## config.mk

```make
export PLATFORM = sky130hd
export DESIGN_NAME = vga_fb_arbiter_flat
export DESIGN_NICKNAME = d
export VERILOG_FILES = /design/src/rtl/vga_fb_arbiter_if.sv /design/src/rtl/vga_fb_arbiter.sv /design/src/flat_wrapper.sv
export SDC_FILE = /design/constraint.sdc
export NUM_CORES = 1
export LEC_CHECK = 0
export ABC_CLOCK_PERIOD_IN_PS = 3200
export CAP_MARGIN = 0
export CORE_MARGIN = 2
export CORE_UTILIZATION = 25
export DETAILED_ROUTE_END_ITERATION = 6
export GPL_TIMING_DRIVEN = 1
export PLACE_DENSITY = 0.65
export REMOVE_ABC_BUFFERS = 1
export SYNTH_ARGS = -nofsm -noshare
export SYNTH_HDL_FRONTEND = slang
export SYNTH_SLANG_ARGS = --single-unit
export TNS_END_PERCENT = 50
```

## constraint.sdc

```tcl
create_clock -name clk -period 3.2 [get_ports clk]
set_clock_uncertainty 0.2 [all_clocks]
set_input_delay 0.48 -clock clk [delete_from_list [all_inputs] [get_ports clk]]
set_output_delay 0.48 -clock clk [all_outputs]
set_load 0.02 [all_outputs]
```

## src/rtl/vga_fb_arbiter_if.sv

```systemverilog
// ============================================================================
// Module  : vga_fb_arbiter_if
// Purpose : requester and memory signal bundle for the framebuffer arbiter.
// Rev     : 1.0
// ============================================================================
`default_nettype none

interface vga_fb_arbiter_if #(
  parameter int ADDR_W = 20,
  parameter int DATA_W = 24
);
  logic              disp_req;
  logic [ADDR_W-1:0] disp_addr;
  logic              disp_ack;
  logic [DATA_W-1:0] disp_rdata;
  logic              disp_rvalid;

  logic              wr_req;
  logic [ADDR_W-1:0] wr_addr;
  logic [DATA_W-1:0] wr_data;
  logic              wr_ack;

  logic              mem_en;
  logic              mem_we;
  logic [ADDR_W-1:0] mem_addr;
  logic [DATA_W-1:0] mem_wdata;
  logic [DATA_W-1:0] mem_rdata;

  // The arbiter is the slave of both requesters and drives the memory port.
  modport slave (
    input  disp_req, disp_addr, wr_req, wr_addr, wr_data, mem_rdata,
    output disp_ack, disp_rdata, disp_rvalid, wr_ack,
           mem_en, mem_we, mem_addr, mem_wdata
  );

  modport master (
    output disp_req, disp_addr, wr_req, wr_addr, wr_data, mem_rdata,
    input  disp_ack, disp_rdata, disp_rvalid, wr_ack,
           mem_en, mem_we, mem_addr, mem_wdata
  );
endinterface

`default_nettype wire

```

## src/rtl/vga_fb_arbiter.sv

```systemverilog
// ============================================================================
// Module  : vga_fb_arbiter
// Purpose : single-port framebuffer arbiter, display bursts with priority and
//           a guaranteed writer slot between bursts. Stats build: ARB_STATS_EN.
// Rev     : 1.0
// ============================================================================
`default_nettype none

module vga_fb_arbiter #(
  parameter int ADDR_W    = 20,
  parameter int DATA_W    = 24,
  parameter int BURST_LEN = 16,
  parameter int MEM_LAT   = 2
) (
  input  wire logic        clk,
  input  wire logic        rst,
`ifdef ARB_STATS_EN
  input  wire logic        stat_clr,
  output logic [15:0]      stat_bursts,
  output logic [15:0]      stat_wr_wait_max,
`endif
  vga_fb_arbiter_if.slave  bus
);

  localparam int BEAT_W = (BURST_LEN > 1) ? $clog2(BURST_LEN) : 1;
  localparam logic [BEAT_W-1:0] LAST_BEAT = BEAT_W'(BURST_LEN - 1);

  typedef enum logic [1:0] {
    S_IDLE  = 2'd0,
    S_BURST = 2'd1,
    S_WRITE = 2'd2
  } state_t;

  state_t              state_q, state_d;
  logic                wr_owed_q, wr_owed_d;
  logic [BEAT_W-1:0]   beat_q, beat_d;
  logic                disp_ack_q, disp_ack_d;
  logic                wr_ack_q, wr_ack_d;
  logic                mem_en_q, mem_en_d;
  logic                mem_we_q, mem_we_d;
  logic [ADDR_W-1:0]   mem_addr_q, mem_addr_d;
  logic [DATA_W-1:0]   mem_wdata_q, mem_wdata_d;
  logic [MEM_LAT-1:0]  vld_q;
  logic                disp_rvalid_q;
  logic [DATA_W-1:0]   disp_rdata_q;
  logic                rd_issue;

  // Memory outputs are computed one cycle early so every port leaves a flop.
  always_comb begin
    state_d     = state_q;
    wr_owed_d   = wr_owed_q;
    beat_d      = beat_q;
    disp_ack_d  = 1'b0;
    wr_ack_d    = 1'b0;
    mem_en_d    = 1'b0;
    mem_we_d    = 1'b0;
    mem_addr_d  = mem_addr_q;
    mem_wdata_d = mem_wdata_q;

    case (state_q)
      S_IDLE: begin
        if (bus.wr_req && (wr_owed_q || !bus.disp_req)) begin
          state_d     = S_WRITE;
          mem_en_d    = 1'b1;
          mem_we_d    = 1'b1;
          mem_addr_d  = bus.wr_addr;
          mem_wdata_d = bus.wr_data;
          wr_ack_d    = 1'b1;
          wr_owed_d   = 1'b0;
        end else if (bus.disp_req) begin
          state_d    = S_BURST;
          mem_en_d   = 1'b1;
          mem_addr_d = bus.disp_addr;
          disp_ack_d = 1'b1;
          beat_d     = '0;
          wr_owed_d  = bus.wr_req;
        end
      end

      S_BURST: begin
        if (beat_q == LAST_BEAT) begin
          state_d = S_IDLE;
          beat_d  = '0;
        end else begin
          mem_en_d   = 1'b1;
          mem_addr_d = mem_addr_q + ADDR_W'(1);
          beat_d     = beat_q + BEAT_W'(1);
        end
      end

      S_WRITE: begin
        state_d = S_IDLE;
      end

      default: begin
        state_d = S_IDLE;
      end
    endcase
  end

  always_ff @(posedge clk) begin
    if (rst) begin
      state_q     <= S_IDLE;
      wr_owed_q   <= 1'b0;
      beat_q      <= '0;
      disp_ack_q  <= 1'b0;
      wr_ack_q    <= 1'b0;
      mem_en_q    <= 1'b0;
      mem_we_q    <= 1'b0;
      mem_addr_q  <= '0;
      mem_wdata_q <= '0;
    end else begin
      state_q     <= state_d;
      wr_owed_q   <= wr_owed_d;
      beat_q      <= beat_d;
      disp_ack_q  <= disp_ack_d;
      wr_ack_q    <= wr_ack_d;
      mem_en_q    <= mem_en_d;
      mem_we_q    <= mem_we_d;
      mem_addr_q  <= mem_addr_d;
      mem_wdata_q <= mem_wdata_d;
    end
  end

  assign rd_issue = mem_en_q & ~mem_we_q;

  // vld_q[MEM_LAT-1] lines up with the cycle mem_rdata holds the issued word.
  always_ff @(posedge clk) begin
    if (rst) begin
      vld_q         <= '0;
      disp_rvalid_q <= 1'b0;
      disp_rdata_q  <= '0;
    end else begin
      vld_q[0] <= rd_issue;
      for (int i = 1; i < MEM_LAT; i++) begin
        vld_q[i] <= vld_q[i-1];
      end
      disp_rvalid_q <= vld_q[MEM_LAT-1];
      if (vld_q[MEM_LAT-1]) begin
        disp_rdata_q <= bus.mem_rdata;
      end
    end
  end

  assign bus.disp_ack    = disp_ack_q;
  assign bus.disp_rdata  = disp_rdata_q;
  assign bus.disp_rvalid = disp_rvalid_q;
  assign bus.wr_ack      = wr_ack_q;
  assign bus.mem_en      = mem_en_q;
  assign bus.mem_we      = mem_we_q;
  assign bus.mem_addr    = mem_addr_q;
  assign bus.mem_wdata   = mem_wdata_q;

`ifdef ARB_STATS_EN
  logic [15:0] stat_bursts_q;
  logic [15:0] stat_wait_max_q;
  logic [15:0] wait_cnt_q;

  // wait_cnt_q counts request cycles not yet acknowledged; at the ack cycle
  // it equals the request-to-ack distance.
  always_ff @(posedge clk) begin
    if (rst) begin
      stat_bursts_q   <= '0;
      stat_wait_max_q <= '0;
      wait_cnt_q      <= '0;
    end else begin
      if (wr_ack_q || !bus.wr_req) begin
        wait_cnt_q <= '0;
      end else if (wait_cnt_q != 16'hFFFF) begin
        wait_cnt_q <= wait_cnt_q + 16'd1;
      end

      if (stat_clr) begin
        stat_bursts_q   <= '0;
        stat_wait_max_q <= '0;
      end else begin
        if (disp_ack_d && (stat_bursts_q != 16'hFFFF)) begin
          stat_bursts_q <= stat_bursts_q + 16'd1;
        end
        if (wr_ack_q && (wait_cnt_q > stat_wait_max_q)) begin
          stat_wait_max_q <= wait_cnt_q;
        end
      end
    end
  end

  assign stat_bursts      = stat_bursts_q;
  assign stat_wr_wait_max = stat_wait_max_q;
`else
  // Statistics counters are not built; arbitration is unaffected.
`endif

endmodule

`default_nettype wire

```

## src/flat_wrapper.sv

```systemverilog
// flat-port wrapper written by rule: the top's interface ports become plain ports
module vga_fb_arbiter_flat 
#(
  parameter int ADDR_W    = 20,
  parameter int DATA_W    = 24,
  parameter int BURST_LEN = 16,
  parameter int MEM_LAT   = 2
)
  (clk, rst, bus_disp_req, bus_disp_addr, bus_wr_req, bus_wr_addr, bus_wr_data, bus_mem_rdata, bus_disp_ack, bus_disp_rdata, bus_disp_rvalid, bus_wr_ack, bus_mem_en, bus_mem_we, bus_mem_addr, bus_mem_wdata);
  vga_fb_arbiter_if #(.ADDR_W(ADDR_W), .DATA_W(DATA_W)) bus_i ();
  input  wire logic clk;
  input  wire logic rst;
  input wire logic [$bits(bus_i.disp_req)-1:0] bus_disp_req;
  input wire logic [$bits(bus_i.disp_addr)-1:0] bus_disp_addr;
  input wire logic [$bits(bus_i.wr_req)-1:0] bus_wr_req;
  input wire logic [$bits(bus_i.wr_addr)-1:0] bus_wr_addr;
  input wire logic [$bits(bus_i.wr_data)-1:0] bus_wr_data;
  input wire logic [$bits(bus_i.mem_rdata)-1:0] bus_mem_rdata;
  output wire logic [$bits(bus_i.disp_ack)-1:0] bus_disp_ack;
  output wire logic [$bits(bus_i.disp_rdata)-1:0] bus_disp_rdata;
  output wire logic [$bits(bus_i.disp_rvalid)-1:0] bus_disp_rvalid;
  output wire logic [$bits(bus_i.wr_ack)-1:0] bus_wr_ack;
  output wire logic [$bits(bus_i.mem_en)-1:0] bus_mem_en;
  output wire logic [$bits(bus_i.mem_we)-1:0] bus_mem_we;
  output wire logic [$bits(bus_i.mem_addr)-1:0] bus_mem_addr;
  output wire logic [$bits(bus_i.mem_wdata)-1:0] bus_mem_wdata;
  assign bus_i.disp_req = bus_disp_req;
  assign bus_i.disp_addr = bus_disp_addr;
  assign bus_i.wr_req = bus_wr_req;
  assign bus_i.wr_addr = bus_wr_addr;
  assign bus_i.wr_data = bus_wr_data;
  assign bus_i.mem_rdata = bus_mem_rdata;
  assign bus_disp_ack = bus_i.disp_ack;
  assign bus_disp_rdata = bus_i.disp_rdata;
  assign bus_disp_rvalid = bus_i.disp_rvalid;
  assign bus_wr_ack = bus_i.wr_ack;
  assign bus_mem_en = bus_i.mem_en;
  assign bus_mem_we = bus_i.mem_we;
  assign bus_mem_addr = bus_i.mem_addr;
  assign bus_mem_wdata = bus_i.mem_wdata;
  vga_fb_arbiter #(.ADDR_W(ADDR_W), .DATA_W(DATA_W), .BURST_LEN(BURST_LEN), .MEM_LAT(MEM_LAT)) u_core (.clk(clk), .rst(rst), .bus(bus_i));
endmodule
```

# Word level (Yosys, flattened, before mapping)
# Index checks and enable logic that the tools add are counted.
# Widths: inputs -> output; s select.
# totals
regBits,81
in_bits,92
output_inout_bits,73
word_cells,55
# classes
n_addsub,2
n_eq_ne,7
mux,19
bitwise,3
reduce_logical,13
# op_table
operator,n
$mux 20,3
$pmux 20 s2,1
$add 20x1->20 const B,1
$mux 4,3
$pmux 4 s2,1
$mux 1,6
$mux 2,3
$ne 2x2->1 const B,3
$reduce_and 2->1,3
$reduce_and 3->1,2
$add 4x1->4 const B,1
$eq 4x4->1 const B,1
$pmux 2 s2,1
$reduce_bool 2->1,2
$ne 3x2->1 const B,1
$reduce_or 3->1,1
$eq 2x1->1 const B,1
$logic_not 2->1,1
$ne 2x1->1 const B,1
$not 1->1,2
$pmux 1 s2,1
$reduce_or 2->1,1
$and 1x1->1,1
$logic_and 1x1->1,1
2 further kinds,2

# Longest topological paths before layout
# Gate-level depths: netlist of run 1.
# logic_depth
word_depth,5
depth_mapped,7
ltp_nobuf,6

# Worst setup path after synthesis of run 1
# OpenSTA, ideal clock, no wires.
# synth_path
path_kind,register to register
start,"register u_core.mem_addr_q[0], in the netlist u_core.bus.mem_addr[0]"
end,"register u_core.mem_addr_q[12], in the netlist u_core.bus.mem_addr[12]"
setup_time_ns,0.061
arrival_time_ns,1.688
required_ns,2.939
path_slack_ns,1.252
path_stages_with_launch,7
n_path_buf,0
period_less_slack_ns,1.948
path_cell_list,dfxtp_1 -> ha_1 -> and3_1 -> nand2_2 -> or4_1 -> o21ai_1 -> a32o_1
# synth_via
elab_chain_cells,3
# synth_rtl
element,line,text
start: declaration,vga_fb_arbiter.sv:41,"logic [ADDR_W-1:0] mem_addr_q, mem_addr_d;"
start signal: assignment,vga_fb_arbiter.sv:120,mem_addr_q <= mem_addr_d;
$add 20x1->20,vga_fb_arbiter.sv:86,mem_addr_d = mem_addr_q + ADDR_W'(1);
$mux 20,vga_fb_arbiter.sv:81,if (beat_q == LAST_BEAT) begin
$pmux 20 s2,vga_fb_arbiter.sv:60,case (state_q)
# No other way between the ends. The select of a mux whose other input is x is not followed.
# A chain may end at the register's enable or synchronous reset.

# Worst setup path after layout of run 1
# layout_path
start,input bus_disp_req
end,"register u_core.mem_addr_q[3], in the netlist u_core.bus.mem_addr[3]"
# layout_via
elab_chain_cells,5
elab_cells_between_ends,7
classes_between,1 x eq/ne; 2 x mux; 4 x reduce/logical
# layout_rtl
element,line,text
start: declaration,flat_wrapper.sv:13,input wire logic [$bits(bus_i.disp_req)-1:0] bus_disp_req;
$logic_not 1->1,vga_fb_arbiter.sv:62,if (bus.wr_req && (wr_owed_q || !bus.disp_req)) begin
$logic_or 1x1->1,vga_fb_arbiter.sv:62,
$logic_and 1x1->1,vga_fb_arbiter.sv:62,
$ne 3x2->1 (no line) / $mux 20 (equally long branches),-,
$reduce_and 3->1 (no line) / $pmux 20 s2 (equally long branches),-,
# Parallel ways exist; a longest one is shown, timed or not.

==> reports/metrics.csv, run 1 <==
stage,metric,value,unit
sta,final hold viol count,0,
detailed_routing,TritonRoute pass-1 iters,5,
global_route,Global Route Usage Sum,14.0,%
synthesis,multiplexer area fraction after synthesis,11.8,%
sta,RSZ-0062 raised after global routing,false,
detailed_routing,DR DRC count,0,
global_route,met1 GRT Util,18.1,%
synthesis,Post-synth EDFFs,0,
worst_setup_path,Worst Setup EP,u_core.bus.mem_addr[3],
cells_and_area,most frequent cells in the layout,"163 x clkdlybuf4s50_1, 81 x dfxtp_1, 61 x nand2_1",
cells_and_area,final net count,673,
floorplanning,num rows,44,
detailed_routing,vias,3758,
detailed_routing,routed wire length,11000,µm
worst_setup_path,Critical R2R Capture,u_core.bus.mem_addr[7],
placement,Placement Setup Slack,0.479,ns
synthesis,Synth Instances,424,
clock_tree,CTS Buf Count,9,
floorplanning,Die Wd,125,µm
synthesis,ys flop type,dfxtp_1,
synthesis,Adder-Cell Fraction of Synth Area,0.685,%
synthesis,synth warn,0,
worst_setup_path,Worst EP arrival,2.36,ns
placement,HPWL after DPL,7950,µm
floorplanning,# IOs,165,
status,status,"finished, final reports clean",
flow_run,max cap viols,0,
floorplanning,Die Y,125,µm
worst_setup_path,startpoint class of the critical path,input pin,
hold_path,worst min-delay path class,reg2reg,
cells_and_area,Fillers,1420,
cells_and_area,Area Growth Syn to Fin,58.2,%
power,PwrDens,501,nW/µm²
worst_setup_path,worst-path fanout max,12,
global_route,total congestion overflow,0,
worst_setup_path,Reg2Reg Depth,4,
detailed_routing,WL/cell,14.4,µm
detailed_routing,via/cell ratio,4.90,
placement,port bufs,164,
detailed_routing,Routed Antenna Nets,0,
worst_setup_path,worst flop-to-flop path startpoint,u_core.state_q[1],
clock_tree,CTS tree,done,
clock_tree,post-CTS sizing,0,
sta,Pins Over Slew Limit,0,
global_route,grt met2 use,21.3,%
synthesis,Synth cell types,55,
clock_tree,clock root cell,clkbuf_16,
sta,Slew HR,35.1,%
power,Leak,2.06,nW
clock_tree,clk buf depth,2,
worst_setup_path,Reg2Reg Setup Slack,0.98,ns
sta,actual slew at the worst max-slew pin,0.974,ns
clock_tree,clk_lat worst skew,0.33,ns
sta,Final Critical Period,2.36,ns
sta,PnR worst setup slack,0.835,ns
global_route,initial antenna violation count,0,
worst_setup_path,critical path class,in2reg,
global_route,GR Layer Usage met3,4.90,%
cells_and_area,n_diodes,0,
cells_and_area,"commonest non-fill, non-tap cell in the layout",clkdlybuf4s50_1,
clock_tree,"Hold-fix buffers, CTS",0,
sta,setup TNS,0,ns
cells_and_area,ratio of cells with drive above 1 in the final layout,7.72,%
clock_tree,Clock transition at path regs,0.06,ns
synthesis,sequential share of the synthesized area,44.4,%
floorplanning,Die ar.,15600,µm²
floorplanning,starting density of the core,25.3,%
global_route,first-pass GRT wire length,18000,µm
sta,period utilization,73.9,%
synthesis,Simple-Gate Fraction of Synth Area,19.3,%
synthesis,"Async S/R FF share, synth",0,%
clock_tree,Clock Sinks,81,
sta,"Setup violations, final",0,
synthesis,Syn Area/Cell,8.62,µm²
detailed_routing,DRT iter0 DRCs,231,
clock_tree,Post-CTS Setup Bufs,0,
synthesis,Seq cells post-synth,81,
synthesis,largest family of logic cells by synthesized area,simple AND/OR/NAND/NOR gates,
placement,final RePlAce weighted congestion,0.839,
synthesis,Compound-Gate Fraction of Synth Area,18.5,%
global_route,"Most Used Layer, Global Route",met2,
floorplanning,Core ar.,14400,µm²
global_route,largest net degree at the start of global routing,74,
worst_setup_path,CP required,3.19,ns
sta,upper clock frequency limit,423,MHz
worst_setup_path,Worst setup startpoint,bus_disp_req,
worst_setup_path,CP endpoint kind,flip-flop,
clock_tree,CTS H-tree depth,3,
global_route,vias in the first global route,3652,
power,worst vdd ir,227,µV
synthesis,xor/xnor cell area share of the yosys netlist,0,%
synthesis,synthesized area,3650,µm²
[kinds of logic (layout without fill, tap and decap cells)]
family                     after synthesis  after routing
buffers and inverters                   41            200
muxes                                   42             42
and+or+nand+nor                        152            152
adders and majority gates                2              2
AOI/OAI and AO/OA                      106            106
DFF                                     81             81
[stage by stage]
step                hold WS (ns)  cell area (µm²)  util (%)  instances  power (mW)
detailed placement         0.235             5450      37.8        752        1.79
global placement           0.243             5450      37.8        752        1.78
global route               0.255             5780      40.1        767        3.03
finish                     0.242             5780      40.1        767        2.89
floorplan                  0.214             3500         -        395        1.45
CTS                        0.251             5780      40.1        767        2.93
[power breakdown]
part,switching (mW),internal [mW],total (mW)
Combinational,0.304,0.315,0.619
Sequential,0.0691,1.08,1.15
Clock,0.406,0.723,1.13
[worst max-delay path, cell delays in order]
cell and delay [ns]:
clkdlybuf4s50_1 0.58, inv_2 0.08, o21ai_4 0.39, buf_12 0.21, mux2_2 0.36, a21oi_1 0.15
o32ai_1 0.09
[state kept, by name, indices dropped and copies added, names as in the netlist]
signal,count
u_core.beat_q,4
u_core.bus.disp_ack,1
u_core.bus.disp_rdata,24
u_core.bus.disp_rvalid,1
u_core.bus.mem_addr,20
u_core.bus.mem_en,1
u_core.bus.mem_wdata,24
u_core.bus.wr_ack,1
u_core.state_q,2
u_core.vld_q,2
u_core.wr_owed_q,1
[per-layer routing]
layer	up-vias	wire length [µm]
li1	1813	-
met1	1740	4970
met2	184	4910
met3	21	936
met4	0	206
met5	-	0
[worst min-delay path by stage]
stage	start	slack [ns]	cells past startpoint	endpoint
2_1_floorplan	u_core.vld_q[0]	0.21	1	u_core.vld_q[1]
3_3_place_gp	u_core.vld_q[0]	0.24	1	u_core.vld_q[1]
3_5_place_dp	u_core.vld_q[0]	0.23	1	u_core.vld_q[1]
4_1_cts	u_core.vld_q[0]	0.25	1	u_core.vld_q[1]
5_1_grt	u_core.vld_q[0]	0.26	1	u_core.vld_q[1]
6_report	u_core.vld_q[0]	0.24	1	u_core.vld_q[1]
[cell type report]
class,instances,area [µm²],share of cell area (%)
well taps,184,230,3.98
multi-input cells,302,1840,31.8
flip-flops and latches,81,1620,28.0
inverters,12,45.0,0.779
clock inverters,4,76.3,1.32
repair buffers,173,1720,29.7
clock buffers,11,253,4.37
[synth_stat cells (all sizes together) (2+ instances only)]
cell type	number	area, µm²
inv	11	41.3
o211ai	2	15.0
o21ai	17	96.4
a32o	3	30.0
dfxtp	81	1620
mux2i	34	340
or2	2	12.5
and3	2	12.5
nor2b	4	25.0
nor2	38	143
mux2	8	90.1
nor4	4	25.0
and4	5	43.8
a211oi	8	75.1
nand4	5	31.3
a31oi	3	18.8
or3	2	12.5
a22o	2	17.5
or4	2	15.0
nor3	10	55.1
o31ai	3	22.5
ha	2	25.0
a21oi	53	269
buf	18	110
nand2	63	241
clkbuf	11	41.3
o21a	2	15.0
nand3	9	45.0
o32ai	5	43.8
Power figures use the tool's default switching activity.
==> inputs of run 2 (changes only) <==
- ABC_CLOCK_PERIOD_IN_PS: 3200 -> 2180
- clock period: 3.2 -> 2.18 ns (I/O delays scaled with it)
==> reports/metrics.csv, run 2 (synthesis gave the netlist of run 1 again) <==
stage,metric,value,unit,change
clock_tree,clk_lat worst skew,0.33,ns,about the same
clock_tree,clock root cell,clkbuf_16,,
clock_tree,Post-CTS Setup Bufs,0,,unchanged
cells_and_area,Area Growth Syn to Fin,62.5,%,
status,status,"finished, final reports clean",,
detailed_routing,Routed Antenna Nets,0,,unchanged
cells_and_area,Register Area,1620,µm²,unchanged
flow_run,max cap viols,0,,unchanged
sta,final hold viol count,0,,unchanged
clock_tree,post-CTS sizing,0,,unchanged
floorplanning,Die ar.,15600,µm²,unchanged
worst_setup_path,Worst EP arrival,2.11,ns,-0.25 ns
placement,port bufs,164,,unchanged
cells_and_area,area of the multi-input gates,1840,µm²,unchanged
power,worst vdd ir,388,µV,+71%
detailed_routing,TritonRoute pass-1 iters,4,,-1
worst_setup_path,critical path class,reg2reg,,
detailed_routing,routed wire length,11200,µm,+1.6%
clock_tree,Clock transition at path regs,0.06,ns,about the same
clock_tree,CTS tree,done,,
worst_setup_path,CP required,2.26,ns,-0.93 ns
global_route,total congestion overflow,0,,unchanged
cells_and_area,Util after Layout,41.2,%,+1.1 points
global_route,largest net degree at the start of global routing,74,,unchanged
placement,HPWL after DPL,8230,µm,+3.5%
floorplanning,Die Y,125,µm,unchanged
cells_and_area,most frequent cells in the layout,"163 x clkdlybuf4s50_1, 81 x dfxtp_1, 61 x nand2_1",,
worst_setup_path,"Cell Chain, Critical Path",ha_1 -> and3_1 -> nand2_2 -> or4_1 -> o21ai_1 -> a32o_1,,
sta,actual slew at the worst max-slew pin,0.406,ns,-0.568 ns
worst_setup_path,stages on the worst setup path,6,,-1
cells_and_area,n_diodes,0,,unchanged
floorplanning,Core ar.,14400,µm²,unchanged
power,Final Power,4.22,mW,+46%
worst_setup_path,startpoint class of the critical path,flip-flop,,
sta,Slew HR,73.0,%,+38 points
clock_tree,clk buf depth,2,,unchanged
sta,RSZ-0062 raised after global routing,false,,
floorplanning,starting density of the core,25.3,%,unchanged
floorplanning,num rows,44,,unchanged
sta,Final Critical Period,2.03,ns,
sta,period utilization,93.1,%,
placement,final RePlAce weighted congestion,0.841,,+0.20%
worst_setup_path,CP max-delay cell,or4_1,,
worst_setup_path,"Buf+Inv Stages, Crit Path",0,,-3
hold_path,worst hold path depth,1,,unchanged
worst_setup_path,worst-path fanout max,8,,-4
worst_setup_path,Crit path max-delay family,simple AND/OR/NAND/NOR gates,,
detailed_routing,vias,3760,,+0.053%
global_route,initial antenna violation count,0,,unchanged
floorplanning,Die Wd,125,µm,unchanged
detailed_routing,DRT iter0 DRCs,187,,-19%
cells_and_area,ratio of cells with drive above 1 in the final layout,9.72,%,+2.0 points
detailed_routing,WL/cell,14.3,µm,-0.21%
sta,upper clock frequency limit,493,MHz,
sta,Pins Over Slew Limit,0,,unchanged
sta,"Setup violations, final",0,,unchanged
clock_tree,CTS Buf Count,9,,unchanged
worst_setup_path,CP endpoint kind,flip-flop,,
hold_path,worst min-delay path class,reg2reg,,
cells_and_area,"commonest non-fill, non-tap cell in the layout",clkdlybuf4s50_1,,
cells_and_area,Fillers,1430,,+0.70%
cells_and_area,final net count,688,,+2.2%
power,PwrDens,711,nW/µm²,+42%
detailed_routing,via/cell ratio,4.81,,-1.7%
cells_and_area,Final Cell Area,5940,µm²,+2.7%
global_route,first-pass GRT wire length,18300,µm,+1.5%
clock_tree,CTS H-tree depth,3,,unchanged
placement,dpl cell area,5640,µm²,+3.4%
detailed_routing,DR DRC count,0,,unchanged
power,Leak,2.15,nW,+4.3%
worst_setup_path,Reg2Reg Depth,6,,+2
global_route,Global Route Usage Sum,14.3,%,+0.35 points
worst_setup_path,Max stage delay on crit path,0.48,ns,-0.10 ns
clock_tree,Clock Sinks,81,,unchanged
global_route,vias in the first global route,3717,,+1.8%
clock_tree,"Hold-fix buffers, CTS",0,,unchanged
floorplanning,# IOs,165,,unchanged
run 2: path summary, 6_finish.rpt:
kind                           from                      end  slack, ns
max          u_core.bus.mem_addr[0]  u_core.bus.mem_addr[12]       0.15
min reg2reg         u_core.vld_q[0]          u_core.vld_q[1]       0.24
max reg2reg  u_core.bus.mem_addr[0]  u_core.bus.mem_addr[12]       0.15
min                 u_core.vld_q[0]          u_core.vld_q[1]       0.24
run 2: layout make-up:
class	count	share of cell area, %
clock buffer	10	3.86
clock inverter	4	1.18
inverter	12	0.758
multi-input combinational	302	31.0
sequential	81	27.3
tap	184	3.88
timing repair buffer	188	32.1
run 2: through the flow:
stage               setup TNS [ns]  worst slack [ns]  hold slack (ns)  instances
floorplan                   -10.05            -0.614            0.192        395
global placement           -0.0670           -0.0415            0.238        767
detailed placement          -0.355           -0.0793            0.231        767
CTS                              0             0.160            0.251        781
global route                     0            0.0278            0.266        781
finish                           0             0.150            0.242        781
run 2: metal layers:
layer  wire length, µm  vias to the layer above  GRT usage (%)  part of all wire, %
li1                  -                     1845              -                    -
met1              5090                     1725           18.7                   45
met2              4940                      173           21.9                   44
met3               959                       17           4.42                  8.6
met4               210                        0           6.14                  1.9
met5                 0                        -              0                    0
run 2: power by group:
| part | internal, mW | total [mW] | switching (mW) |
|---|---|---|---|
| Combinational | 0.520 | 0.977 | 0.457 |
| Clock | 0.986 | 1.56 | 0.574 |
| Sequential | 1.58 | 1.69 | 0.105 |
| Total | 3.09 | 4.22 | 1.14 |
